### src/rtl/axi_lite_reg_master_if.sv
// AXI4-Lite bus bundle between a register master and its slave.
// Master drives address/data/valid and the response readies; slave drives the rest.
interface axi_lite_reg_master_if #(
  parameter int unsigned ADDR_WIDTH = 10,
  parameter int unsigned DATA_WIDTH = 32
);
  logic                      awvalid;
  logic                      awready;
  logic [ADDR_WIDTH-1:0]     awaddr;
  logic [2:0]                awprot;
  logic                      wvalid;
  logic                      wready;
  logic [DATA_WIDTH-1:0]     wdata;
  logic [DATA_WIDTH/8-1:0]   wstrb;
  logic                      bvalid;
  logic                      bready;
  logic [1:0]                bresp;
  logic                      arvalid;
  logic                      arready;
  logic [ADDR_WIDTH-1:0]     araddr;
  logic [2:0]                arprot;
  logic                      rvalid;
  logic                      rready;
  logic [DATA_WIDTH-1:0]     rdata;
  logic [1:0]                rresp;

  modport master (
    output awvalid, awaddr, awprot, wvalid, wdata, wstrb, bready,
    output arvalid, araddr, arprot, rready,
    input  awready, wready, bvalid, bresp, arready, rvalid, rdata, rresp
  );

  modport slave (
    input  awvalid, awaddr, awprot, wvalid, wdata, wstrb, bready,
    input  arvalid, araddr, arprot, rready,
    output awready, wready, bvalid, bresp, arready, rvalid, rdata, rresp
  );
endinterface

### src/rtl/axi_lite_reg_master.sv
// AXI4-Lite register master: one valid/ready command becomes one single-beat
// write or read, with a registered response and a sticky stall-timeout flag.
module axi_lite_reg_master #(
  parameter int unsigned ADDR_WIDTH     = 10,
  parameter int unsigned DATA_WIDTH     = 32,
  parameter int unsigned TIMEOUT_CYCLES = 256
) (
  input  logic                    axi_aclk,
  input  logic                    axi_resetn,
  input  logic                    cmd_valid,
  output logic                    cmd_ready,
  input  logic                    cmd_write,
  input  logic [ADDR_WIDTH-1:0]   cmd_addr,
  input  logic [DATA_WIDTH-1:0]   cmd_wdata,
  input  logic [DATA_WIDTH/8-1:0] cmd_wstrb,
  output logic                    rsp_valid,
  input  logic                    rsp_ready,
  output logic                    rsp_write,
  output logic [DATA_WIDTH-1:0]   rsp_rdata,
  output logic [1:0]              rsp_resp,
  output logic                    timeout,
  input  logic                    timeout_clr,
  axi_lite_reg_master_if.master   m_axi_lite
);

  localparam int unsigned StrbWidth = DATA_WIDTH / 8;
  localparam int unsigned CntWidth  =
      (TIMEOUT_CYCLES > 0) ? $clog2(TIMEOUT_CYCLES + 1) : 1;
  localparam logic [CntWidth-1:0] CntMax = CntWidth'(TIMEOUT_CYCLES);
  localparam logic [CntWidth-1:0] CntSet = CntMax - CntWidth'(1);

  localparam logic [2:0] StIdle = 3'd0;
  localparam logic [2:0] StWr   = 3'd1;
  localparam logic [2:0] StWrB  = 3'd2;
  localparam logic [2:0] StRdAr = 3'd3;
  localparam logic [2:0] StRdR  = 3'd4;
  localparam logic [2:0] StRsp  = 3'd5;

  logic [2:0]            state_q, state_d;
  logic                  cmd_ready_q, cmd_ready_d;
  logic                  awvalid_q, awvalid_d;
  logic                  wvalid_q, wvalid_d;
  logic                  bready_q, bready_d;
  logic                  arvalid_q, arvalid_d;
  logic                  rready_q, rready_d;
  logic [ADDR_WIDTH-1:0] addr_q, addr_d;
  logic [DATA_WIDTH-1:0] wdata_q, wdata_d;
  logic [StrbWidth-1:0]  wstrb_q, wstrb_d;
  logic                  rsp_valid_q, rsp_valid_d;
  logic                  rsp_write_q, rsp_write_d;
  logic [DATA_WIDTH-1:0] rsp_rdata_q, rsp_rdata_d;
  logic [1:0]            rsp_resp_q, rsp_resp_d;
  logic [CntWidth-1:0]   cnt_q, cnt_d;
  logic                  timeout_q, timeout_d;

  logic aw_done;
  logic w_done;
  logic stall;
  logic timeout_set;

  // A channel counts as done once its valid has dropped or handshakes this cycle.
  assign aw_done = !awvalid_q || m_axi_lite.awready;
  assign w_done  = !wvalid_q || m_axi_lite.wready;

  always_comb begin
    state_d     = state_q;
    cmd_ready_d = cmd_ready_q;
    awvalid_d   = awvalid_q;
    wvalid_d    = wvalid_q;
    bready_d    = bready_q;
    arvalid_d   = arvalid_q;
    rready_d    = rready_q;
    addr_d      = addr_q;
    wdata_d     = wdata_q;
    wstrb_d     = wstrb_q;
    rsp_valid_d = rsp_valid_q;
    rsp_write_d = rsp_write_q;
    rsp_rdata_d = rsp_rdata_q;
    rsp_resp_d  = rsp_resp_q;

    unique case (state_q)
      StIdle: begin
        if (cmd_valid && cmd_ready_q) begin
          cmd_ready_d = 1'b0;
          addr_d      = cmd_addr;
          wdata_d     = cmd_wdata;
          wstrb_d     = cmd_wstrb;
          if (cmd_write) begin
            awvalid_d = 1'b1;
            wvalid_d  = 1'b1;
            state_d   = StWr;
          end else begin
            arvalid_d = 1'b1;
            state_d   = StRdAr;
          end
        end
      end
      StWr: begin
        if (awvalid_q && m_axi_lite.awready) awvalid_d = 1'b0;
        if (wvalid_q && m_axi_lite.wready)   wvalid_d  = 1'b0;
        if (aw_done && w_done) begin
          bready_d = 1'b1;
          state_d  = StWrB;
        end
      end
      StWrB: begin
        if (m_axi_lite.bvalid && bready_q) begin
          bready_d    = 1'b0;
          rsp_valid_d = 1'b1;
          rsp_write_d = 1'b1;
          rsp_rdata_d = '0;
          rsp_resp_d  = m_axi_lite.bresp;
          state_d     = StRsp;
        end
      end
      StRdAr: begin
        if (m_axi_lite.arready) begin
          arvalid_d = 1'b0;
          rready_d  = 1'b1;
          state_d   = StRdR;
        end
      end
      StRdR: begin
        if (m_axi_lite.rvalid && rready_q) begin
          rready_d    = 1'b0;
          rsp_valid_d = 1'b1;
          rsp_write_d = 1'b0;
          rsp_rdata_d = m_axi_lite.rdata;
          rsp_resp_d  = m_axi_lite.rresp;
          state_d     = StRsp;
        end
      end
      StRsp: begin
        if (rsp_ready) begin
          rsp_valid_d = 1'b0;
          cmd_ready_d = 1'b1;
          state_d     = StIdle;
        end
      end
      default: begin
        // Unreachable encodings recover to a clean idle.
        state_d     = StIdle;
        cmd_ready_d = 1'b1;
        awvalid_d   = 1'b0;
        wvalid_d    = 1'b0;
        bready_d    = 1'b0;
        arvalid_d   = 1'b0;
        rready_d    = 1'b0;
        rsp_valid_d = 1'b0;
      end
    endcase
  end

  // Stall counter restarts on every state change and saturates at the limit;
  // the flag is set only on the step into the limit so a clear is not undone.
  always_comb begin
    stall       = (state_q == StWr) || (state_q == StWrB) ||
                  (state_q == StRdAr) || (state_q == StRdR);
    cnt_d       = cnt_q;
    timeout_set = 1'b0;
    if (state_d != state_q) begin
      cnt_d = '0;
    end else if (stall && (cnt_q != CntMax)) begin
      cnt_d       = cnt_q + CntWidth'(1);
      timeout_set = (TIMEOUT_CYCLES != 0) && (cnt_q == CntSet);
    end
    if (timeout_set) begin
      timeout_d = 1'b1;
    end else if (timeout_clr) begin
      timeout_d = 1'b0;
    end else begin
      timeout_d = timeout_q;
    end
  end

  always_ff @(posedge axi_aclk or negedge axi_resetn) begin
    if (!axi_resetn) begin
      state_q     <= StIdle;
      cmd_ready_q <= 1'b1;
      awvalid_q   <= 1'b0;
      wvalid_q    <= 1'b0;
      bready_q    <= 1'b0;
      arvalid_q   <= 1'b0;
      rready_q    <= 1'b0;
      addr_q      <= '0;
      wdata_q     <= '0;
      wstrb_q     <= '0;
      rsp_valid_q <= 1'b0;
      rsp_write_q <= 1'b0;
      rsp_rdata_q <= '0;
      rsp_resp_q  <= '0;
      cnt_q       <= '0;
      timeout_q   <= 1'b0;
    end else begin
      state_q     <= state_d;
      cmd_ready_q <= cmd_ready_d;
      awvalid_q   <= awvalid_d;
      wvalid_q    <= wvalid_d;
      bready_q    <= bready_d;
      arvalid_q   <= arvalid_d;
      rready_q    <= rready_d;
      addr_q      <= addr_d;
      wdata_q     <= wdata_d;
      wstrb_q     <= wstrb_d;
      rsp_valid_q <= rsp_valid_d;
      rsp_write_q <= rsp_write_d;
      rsp_rdata_q <= rsp_rdata_d;
      rsp_resp_q  <= rsp_resp_d;
      cnt_q       <= cnt_d;
      timeout_q   <= timeout_d;
    end
  end

  assign cmd_ready = cmd_ready_q;
  assign rsp_valid = rsp_valid_q;
  assign rsp_write = rsp_write_q;
  assign rsp_rdata = rsp_rdata_q;
  assign rsp_resp  = rsp_resp_q;
  assign timeout   = timeout_q;

  assign m_axi_lite.awvalid = awvalid_q;
  assign m_axi_lite.awaddr  = addr_q;
  assign m_axi_lite.awprot  = 3'b000;
  assign m_axi_lite.wvalid  = wvalid_q;
  assign m_axi_lite.wdata   = wdata_q;
  assign m_axi_lite.wstrb   = wstrb_q;
  assign m_axi_lite.bready  = bready_q;
  assign m_axi_lite.arvalid = arvalid_q;
  assign m_axi_lite.araddr  = addr_q;
  assign m_axi_lite.arprot  = 3'b000;
  assign m_axi_lite.rready  = rready_q;

endmodule

### src/flat_wrapper.sv
// flat-port wrapper written by rule: the top's interface ports become plain ports
module axi_lite_reg_master_flat 
#(
  parameter int unsigned ADDR_WIDTH     = 10,
  parameter int unsigned DATA_WIDTH     = 32,
  parameter int unsigned TIMEOUT_CYCLES = 256
)
  (axi_aclk, axi_resetn, cmd_valid, cmd_ready, cmd_write, cmd_addr, cmd_wdata, cmd_wstrb, rsp_valid, rsp_ready, rsp_write, rsp_rdata, rsp_resp, timeout, timeout_clr, m_axi_lite_awvalid, m_axi_lite_awaddr, m_axi_lite_awprot, m_axi_lite_wvalid, m_axi_lite_wdata, m_axi_lite_wstrb, m_axi_lite_bready, m_axi_lite_arvalid, m_axi_lite_araddr, m_axi_lite_arprot, m_axi_lite_rready, m_axi_lite_awready, m_axi_lite_wready, m_axi_lite_bvalid, m_axi_lite_bresp, m_axi_lite_arready, m_axi_lite_rvalid, m_axi_lite_rdata, m_axi_lite_rresp);
  axi_lite_reg_master_if #(.ADDR_WIDTH(ADDR_WIDTH), .DATA_WIDTH(DATA_WIDTH)) m_axi_lite_i ();
  input  logic axi_aclk;
  input  logic axi_resetn;
  input  logic cmd_valid;
  output logic cmd_ready;
  input  logic cmd_write;
  input  logic [ADDR_WIDTH-1:0] cmd_addr;
  input  logic [DATA_WIDTH-1:0] cmd_wdata;
  input  logic [DATA_WIDTH/8-1:0] cmd_wstrb;
  output logic rsp_valid;
  input  logic rsp_ready;
  output logic rsp_write;
  output logic [DATA_WIDTH-1:0] rsp_rdata;
  output logic [1:0] rsp_resp;
  output logic timeout;
  input  logic timeout_clr;
  output wire logic [$bits(m_axi_lite_i.awvalid)-1:0] m_axi_lite_awvalid;
  output wire logic [$bits(m_axi_lite_i.awaddr)-1:0] m_axi_lite_awaddr;
  output wire logic [$bits(m_axi_lite_i.awprot)-1:0] m_axi_lite_awprot;
  output wire logic [$bits(m_axi_lite_i.wvalid)-1:0] m_axi_lite_wvalid;
  output wire logic [$bits(m_axi_lite_i.wdata)-1:0] m_axi_lite_wdata;
  output wire logic [$bits(m_axi_lite_i.wstrb)-1:0] m_axi_lite_wstrb;
  output wire logic [$bits(m_axi_lite_i.bready)-1:0] m_axi_lite_bready;
  output wire logic [$bits(m_axi_lite_i.arvalid)-1:0] m_axi_lite_arvalid;
  output wire logic [$bits(m_axi_lite_i.araddr)-1:0] m_axi_lite_araddr;
  output wire logic [$bits(m_axi_lite_i.arprot)-1:0] m_axi_lite_arprot;
  output wire logic [$bits(m_axi_lite_i.rready)-1:0] m_axi_lite_rready;
  input wire logic [$bits(m_axi_lite_i.awready)-1:0] m_axi_lite_awready;
  input wire logic [$bits(m_axi_lite_i.wready)-1:0] m_axi_lite_wready;
  input wire logic [$bits(m_axi_lite_i.bvalid)-1:0] m_axi_lite_bvalid;
  input wire logic [$bits(m_axi_lite_i.bresp)-1:0] m_axi_lite_bresp;
  input wire logic [$bits(m_axi_lite_i.arready)-1:0] m_axi_lite_arready;
  input wire logic [$bits(m_axi_lite_i.rvalid)-1:0] m_axi_lite_rvalid;
  input wire logic [$bits(m_axi_lite_i.rdata)-1:0] m_axi_lite_rdata;
  input wire logic [$bits(m_axi_lite_i.rresp)-1:0] m_axi_lite_rresp;
  assign m_axi_lite_awvalid = m_axi_lite_i.awvalid;
  assign m_axi_lite_awaddr = m_axi_lite_i.awaddr;
  assign m_axi_lite_awprot = m_axi_lite_i.awprot;
  assign m_axi_lite_wvalid = m_axi_lite_i.wvalid;
  assign m_axi_lite_wdata = m_axi_lite_i.wdata;
  assign m_axi_lite_wstrb = m_axi_lite_i.wstrb;
  assign m_axi_lite_bready = m_axi_lite_i.bready;
  assign m_axi_lite_arvalid = m_axi_lite_i.arvalid;
  assign m_axi_lite_araddr = m_axi_lite_i.araddr;
  assign m_axi_lite_arprot = m_axi_lite_i.arprot;
  assign m_axi_lite_rready = m_axi_lite_i.rready;
  assign m_axi_lite_i.awready = m_axi_lite_awready;
  assign m_axi_lite_i.wready = m_axi_lite_wready;
  assign m_axi_lite_i.bvalid = m_axi_lite_bvalid;
  assign m_axi_lite_i.bresp = m_axi_lite_bresp;
  assign m_axi_lite_i.arready = m_axi_lite_arready;
  assign m_axi_lite_i.rvalid = m_axi_lite_rvalid;
  assign m_axi_lite_i.rdata = m_axi_lite_rdata;
  assign m_axi_lite_i.rresp = m_axi_lite_rresp;
  axi_lite_reg_master #(.ADDR_WIDTH(ADDR_WIDTH), .DATA_WIDTH(DATA_WIDTH), .TIMEOUT_CYCLES(TIMEOUT_CYCLES)) u_core (.axi_aclk(axi_aclk), .axi_resetn(axi_resetn), .cmd_valid(cmd_valid), .cmd_ready(cmd_ready), .cmd_write(cmd_write), .cmd_addr(cmd_addr), .cmd_wdata(cmd_wdata), .cmd_wstrb(cmd_wstrb), .rsp_valid(rsp_valid), .rsp_ready(rsp_ready), .rsp_write(rsp_write), .rsp_rdata(rsp_rdata), .rsp_resp(rsp_resp), .timeout(timeout), .timeout_clr(timeout_clr), .m_axi_lite(m_axi_lite_i));
endmodule
### config.mk
export PLATFORM = sky130hd
export DESIGN_NAME = axi_lite_reg_master_flat
export DESIGN_NICKNAME = d
export VERILOG_FILES = /design/src/rtl/axi_lite_reg_master_if.sv /design/src/rtl/axi_lite_reg_master.sv /design/src/flat_wrapper.sv
export SDC_FILE = /design/constraint.sdc
export NUM_CORES = 1
export LEC_CHECK = 0
export BUFFER_PORTS_ARGS = -buffer_cell sky130_fd_sc_hd__buf_2
export CORE_MARGIN = 5
export CORE_UTILIZATION = 42
export DETAILED_ROUTE_END_ITERATION = 10
export PLACE_DENSITY = 0.79
export SYNTH_ARGS = -nofsm -noshare
export SYNTH_HDL_FRONTEND = slang
export SYNTH_SLANG_ARGS = --single-unit
### constraint.sdc
create_clock -name axi_aclk -period 1.6 [get_ports axi_aclk]
set_clock_uncertainty 0.05 [all_clocks]
set_input_delay 0.32 -clock axi_aclk [delete_from_list [all_inputs] [get_ports axi_aclk]]
set_output_delay 0.32 -clock axi_aclk [all_outputs]
set_load 0.005 [all_outputs]
==> flow_summary.toml <==
[setup_path]
r2r_end = "u_core.cnt_q[8]$_DFFE_PN0P_"
path_max_fanout = 5
crit_path_end = "u_core.cnt_q[8]$_DFFE_PN0P_"
startpoint_type = "flop"
setup.worst_path.start = "u_core.state_q[2]$_DFF_PN0_"
arrival_ns = 2.03
path_class = "reg2reg"
crit_chain = "and3_4, a2bb2oi_2, nand3b_1, a2111o_1, a211oi_2"
r2r_cells = 5
critPathRequiredTime_ns = 1.83
cpPeakStageDelay_ns = 0.53
critPathSlowestCell = "a2111o_1"
reg2reg_slack_ns = -0.20
r2r_start = "u_core.state_q[2]$_DFF_PN0_"
endpoint_kind = "flop"

[timing]
finalSetupViolCount = 57
hold_viol_final = 0
tightest_slew_ns = 0.625
rsz0062_at_grt = "yes"
whs_ns = 0.0789
slew_headroom = 0.579
slew_viol_final = 0
final.setup.tns_ns = -5.93
max_freq_mhz = 556
fin_crit_sh = 1.12
fin_crit_ns = 1.80
finalWorstSetupSlack_ns = -0.198

[global_routing]
antenna_found_initial = 0
grt_overflow = 0
grt_pass1_vias = 3960
grt_use_total = 0.191
grt_max_degree = 102
grt_pass1_wl_mm = 19.3

[routing]
num_vias = 3906
routed_wl_mm = 12.8
drt_pass1_iterations = 4
ant_nets = 0
drt_iter0_drc = 188
wl_per_cell_um = 16.0
vias_per_cell = 4.89
drc = 0

[yosys]
synth_area_leaders = "dfrtp_1 (58%), nand2_1 (13%), a22o_1 (6.5%)"
yosys.area.top_type_share = 0.583
synth_area_mm2 = 0.00429
ys_warn_count = 0
ys_seq_area_frac = 0.589
synth_ff_type = "dfrtp_1"
synth.distinct_cells = 46
synth_top_area_cell = "dfrtp_1"
netlist_instances = 429
synthArstFlopShare = 1.00
syn_area_per_cell_um2 = 10.0
synth-edff-count = 0
synth_seq_cells = 101

[place]
dp.cells = 758
pre_cts_ws_ns = -0.242
port_buffers = 191
dpl_cell_area_mm2 = 0.00553
dp_hpwl_mm = 8.06
gp_congestion = 0.911

[die]
die_x_um = 111
initial_core_util = 0.424
rows = 37
core_mm2 = 0.0101
die_y_um = 111
ios = 198
fp.dieArea_mm2 = 0.0123

[run]
maxCapViolCount = 0

[min_path]
holdCritPathClass = "in2reg"

[layout]
drive_gt1_frac = 0.525
fin_cells = 799
finalInstanceArea_mm2 = 0.00634
area_delta_synth_final_pct = 47.6
num_antenna_cells = 0
mostFrequentLayoutCell = "buf_2"
fill_cells = 812
layout_common_cells = "buf_2 (190), dfrtp_1 (98), nand2_1 (93)"
fin_nets = 755

[cts]
numCtsBuffers = 9
cts.sinks = 101
cts_tree = "yes"
cts-root-buf = "clkbuf_8"
clk_path_buf_depth = 2
clkSlewWorstSetupHoldPaths_ns = 0.08
htree_levels = 3
worstSkewPairLatency_ns = 0.36

[pwr]
p_int_mw = 3.25
powerDensity_mw_per_mm2 = 664
sequentialPowerShare = 0.606
swShare = 0.228
ir_drop_v = 0.000440
clkPwrFrac = 0.345
p_switching_uw = 962
leakagePower_nw = 3.69
p_comb_frac = 0.049

[run_status]
violations = "setup timing"
status = "finished with violations"
-- metrics by stage --
step                total power [mW]   util
floorplan                       2.62      -
global placement                2.78  0.546
detailed placement              2.79  0.546
CTS                             4.23  0.586
global route                    4.40  0.625
finish                          4.21  0.625
-- Yosys cell counts (3+ instances only) --
library cell,instances
nand3b_1,3
nor2_1,20
nand2b_1,6
o22ai_1,4
a21oi_1,5
o21ai_0,12
buf_4,18
nand2_1,152
dfrtp_1,100
o21a_1,3
buf_2,6
clkbuf_1,10
inv_1,7
a22o_1,32
ha_1,3
xnor2_1,5
nor2b_1,3
nand3_1,4
-- metal layers --
layer | share of wire | GRT usage | vias up
met4 | 0.027 | 0.0819 | 0
met5 | 0 | 0 | -
met2 | 0.50 | 0.324 | 174
li1 | - | - | 1853
met3 | 0.069 | 0.0519 | 34
met1 | 0.40 | 0.228 | 1845
-- cell families (layout without fill, tap and decap cells) --
group           count (synthesis)  after routing  synth area share
simple gates                  204            204             0.204
flops                         101            101             0.589
compound gates                 66             67             0.118
buf+inv                        45            273            0.0603
xor+xnor                        7              7            0.0143
fa+ha+maj                       3              3           0.00874
mux                             2              2           0.00466
other cells                     1              6          0.000873
-- worst max-delay path: cells and delay by family, from the launching register on --
kind | cells | cell delay (ns)
AO/OA/AOI/OAI | 3 | 0.88
AND/OR/NAND/NOR | 2 | 0.35
flip-flops | 1 | 0.44
-- layout make-up --
| cell class | count | area (um^2) | share of cell area |
|---|---|---|---|
| multi-input combinational | 289 | 1870 | 0.294 |
| tap | 136 | 170 | 0.0268 |
| timing repair buffer | 251 | 1580 | 0.249 |
| inverter | 7 | 26.3 | 0.00414 |
| sequential | 101 | 2530 | 0.399 |
| clock inverter | 3 | 22.5 | 0.00355 |
| clock buffer | 12 | 145 | 0.0229 |
-- worst min path at each step --
| stage | startpoint | cells past startpoint | to |
|---|---|---|---|
| after floorplan | axi_resetn | 0 | u_core.cnt_q[0]$_DFFE_PN0P_ |
| after global placement | axi_resetn | 2 | u_core.m_axi_lite.wdata[10]$_DFFE_PN0P_ |
| after detailed placement | axi_resetn | 2 | u_core.m_axi_lite.wdata[8]$_DFFE_PN0P_ |
| after CTS | cmd_wdata[7] | 3 | u_core.m_axi_lite.wdata[7]$_DFFE_PN0P_ |
| after global routing | timeout_clr | 2 | u_core.timeout$_DFFE_PN0P_ |
| final | timeout_clr | 2 | u_core.timeout$_DFFE_PN0P_ |
-- registers in the layout, indices dropped and copies added (netlist names) --
name / count
u_core.m_axi_lite.wdata: 32
u_core.m_axi_lite.wvalid: 1
u_core.m_axi_lite.rready: 1
u_core.m_axi_lite.awvalid: 1
u_core.m_axi_lite.bready: 1
u_core.cmd_ready: 1
u_core.timeout: 1
u_core.m_axi_lite.araddr: 10
u_core.m_axi_lite.wstrb: 4
u_core.rsp_write: 1
u_core.rsp_rdata: 32
u_core.m_axi_lite.arvalid: 1
u_core.rsp_resp: 2
u_core.state_q: 3
u_core.cnt_q: 9
u_core.rsp_valid: 1
-- power by group through the flow --
stage | registers, mW | logic [mW] | clock network [mW]
3_3_place_gp | 2.60 | 0.182 | 0
6_report | 2.55 | 0.208 | 1.45
2_1_floorplan | 2.60 | 0.0221 | 0
5_1_grt | 2.55 | 0.232 | 1.62
3_5_place_dp | 2.60 | 0.187 | 0
4_1_cts | 2.55 | 0.192 | 1.49
-- timing repair --
action                                  in CTS  in global routing
hold buffers                                 1                  0
pin swaps                                   17                 53
gates cloned                                 4                  4
hold endpoints to repair                   100                  0
endpoints found under the setup margin      64                 93
resized for setup                           27                 83
buffers inserted                            12                  7
(Power assumes the default switching activity.)
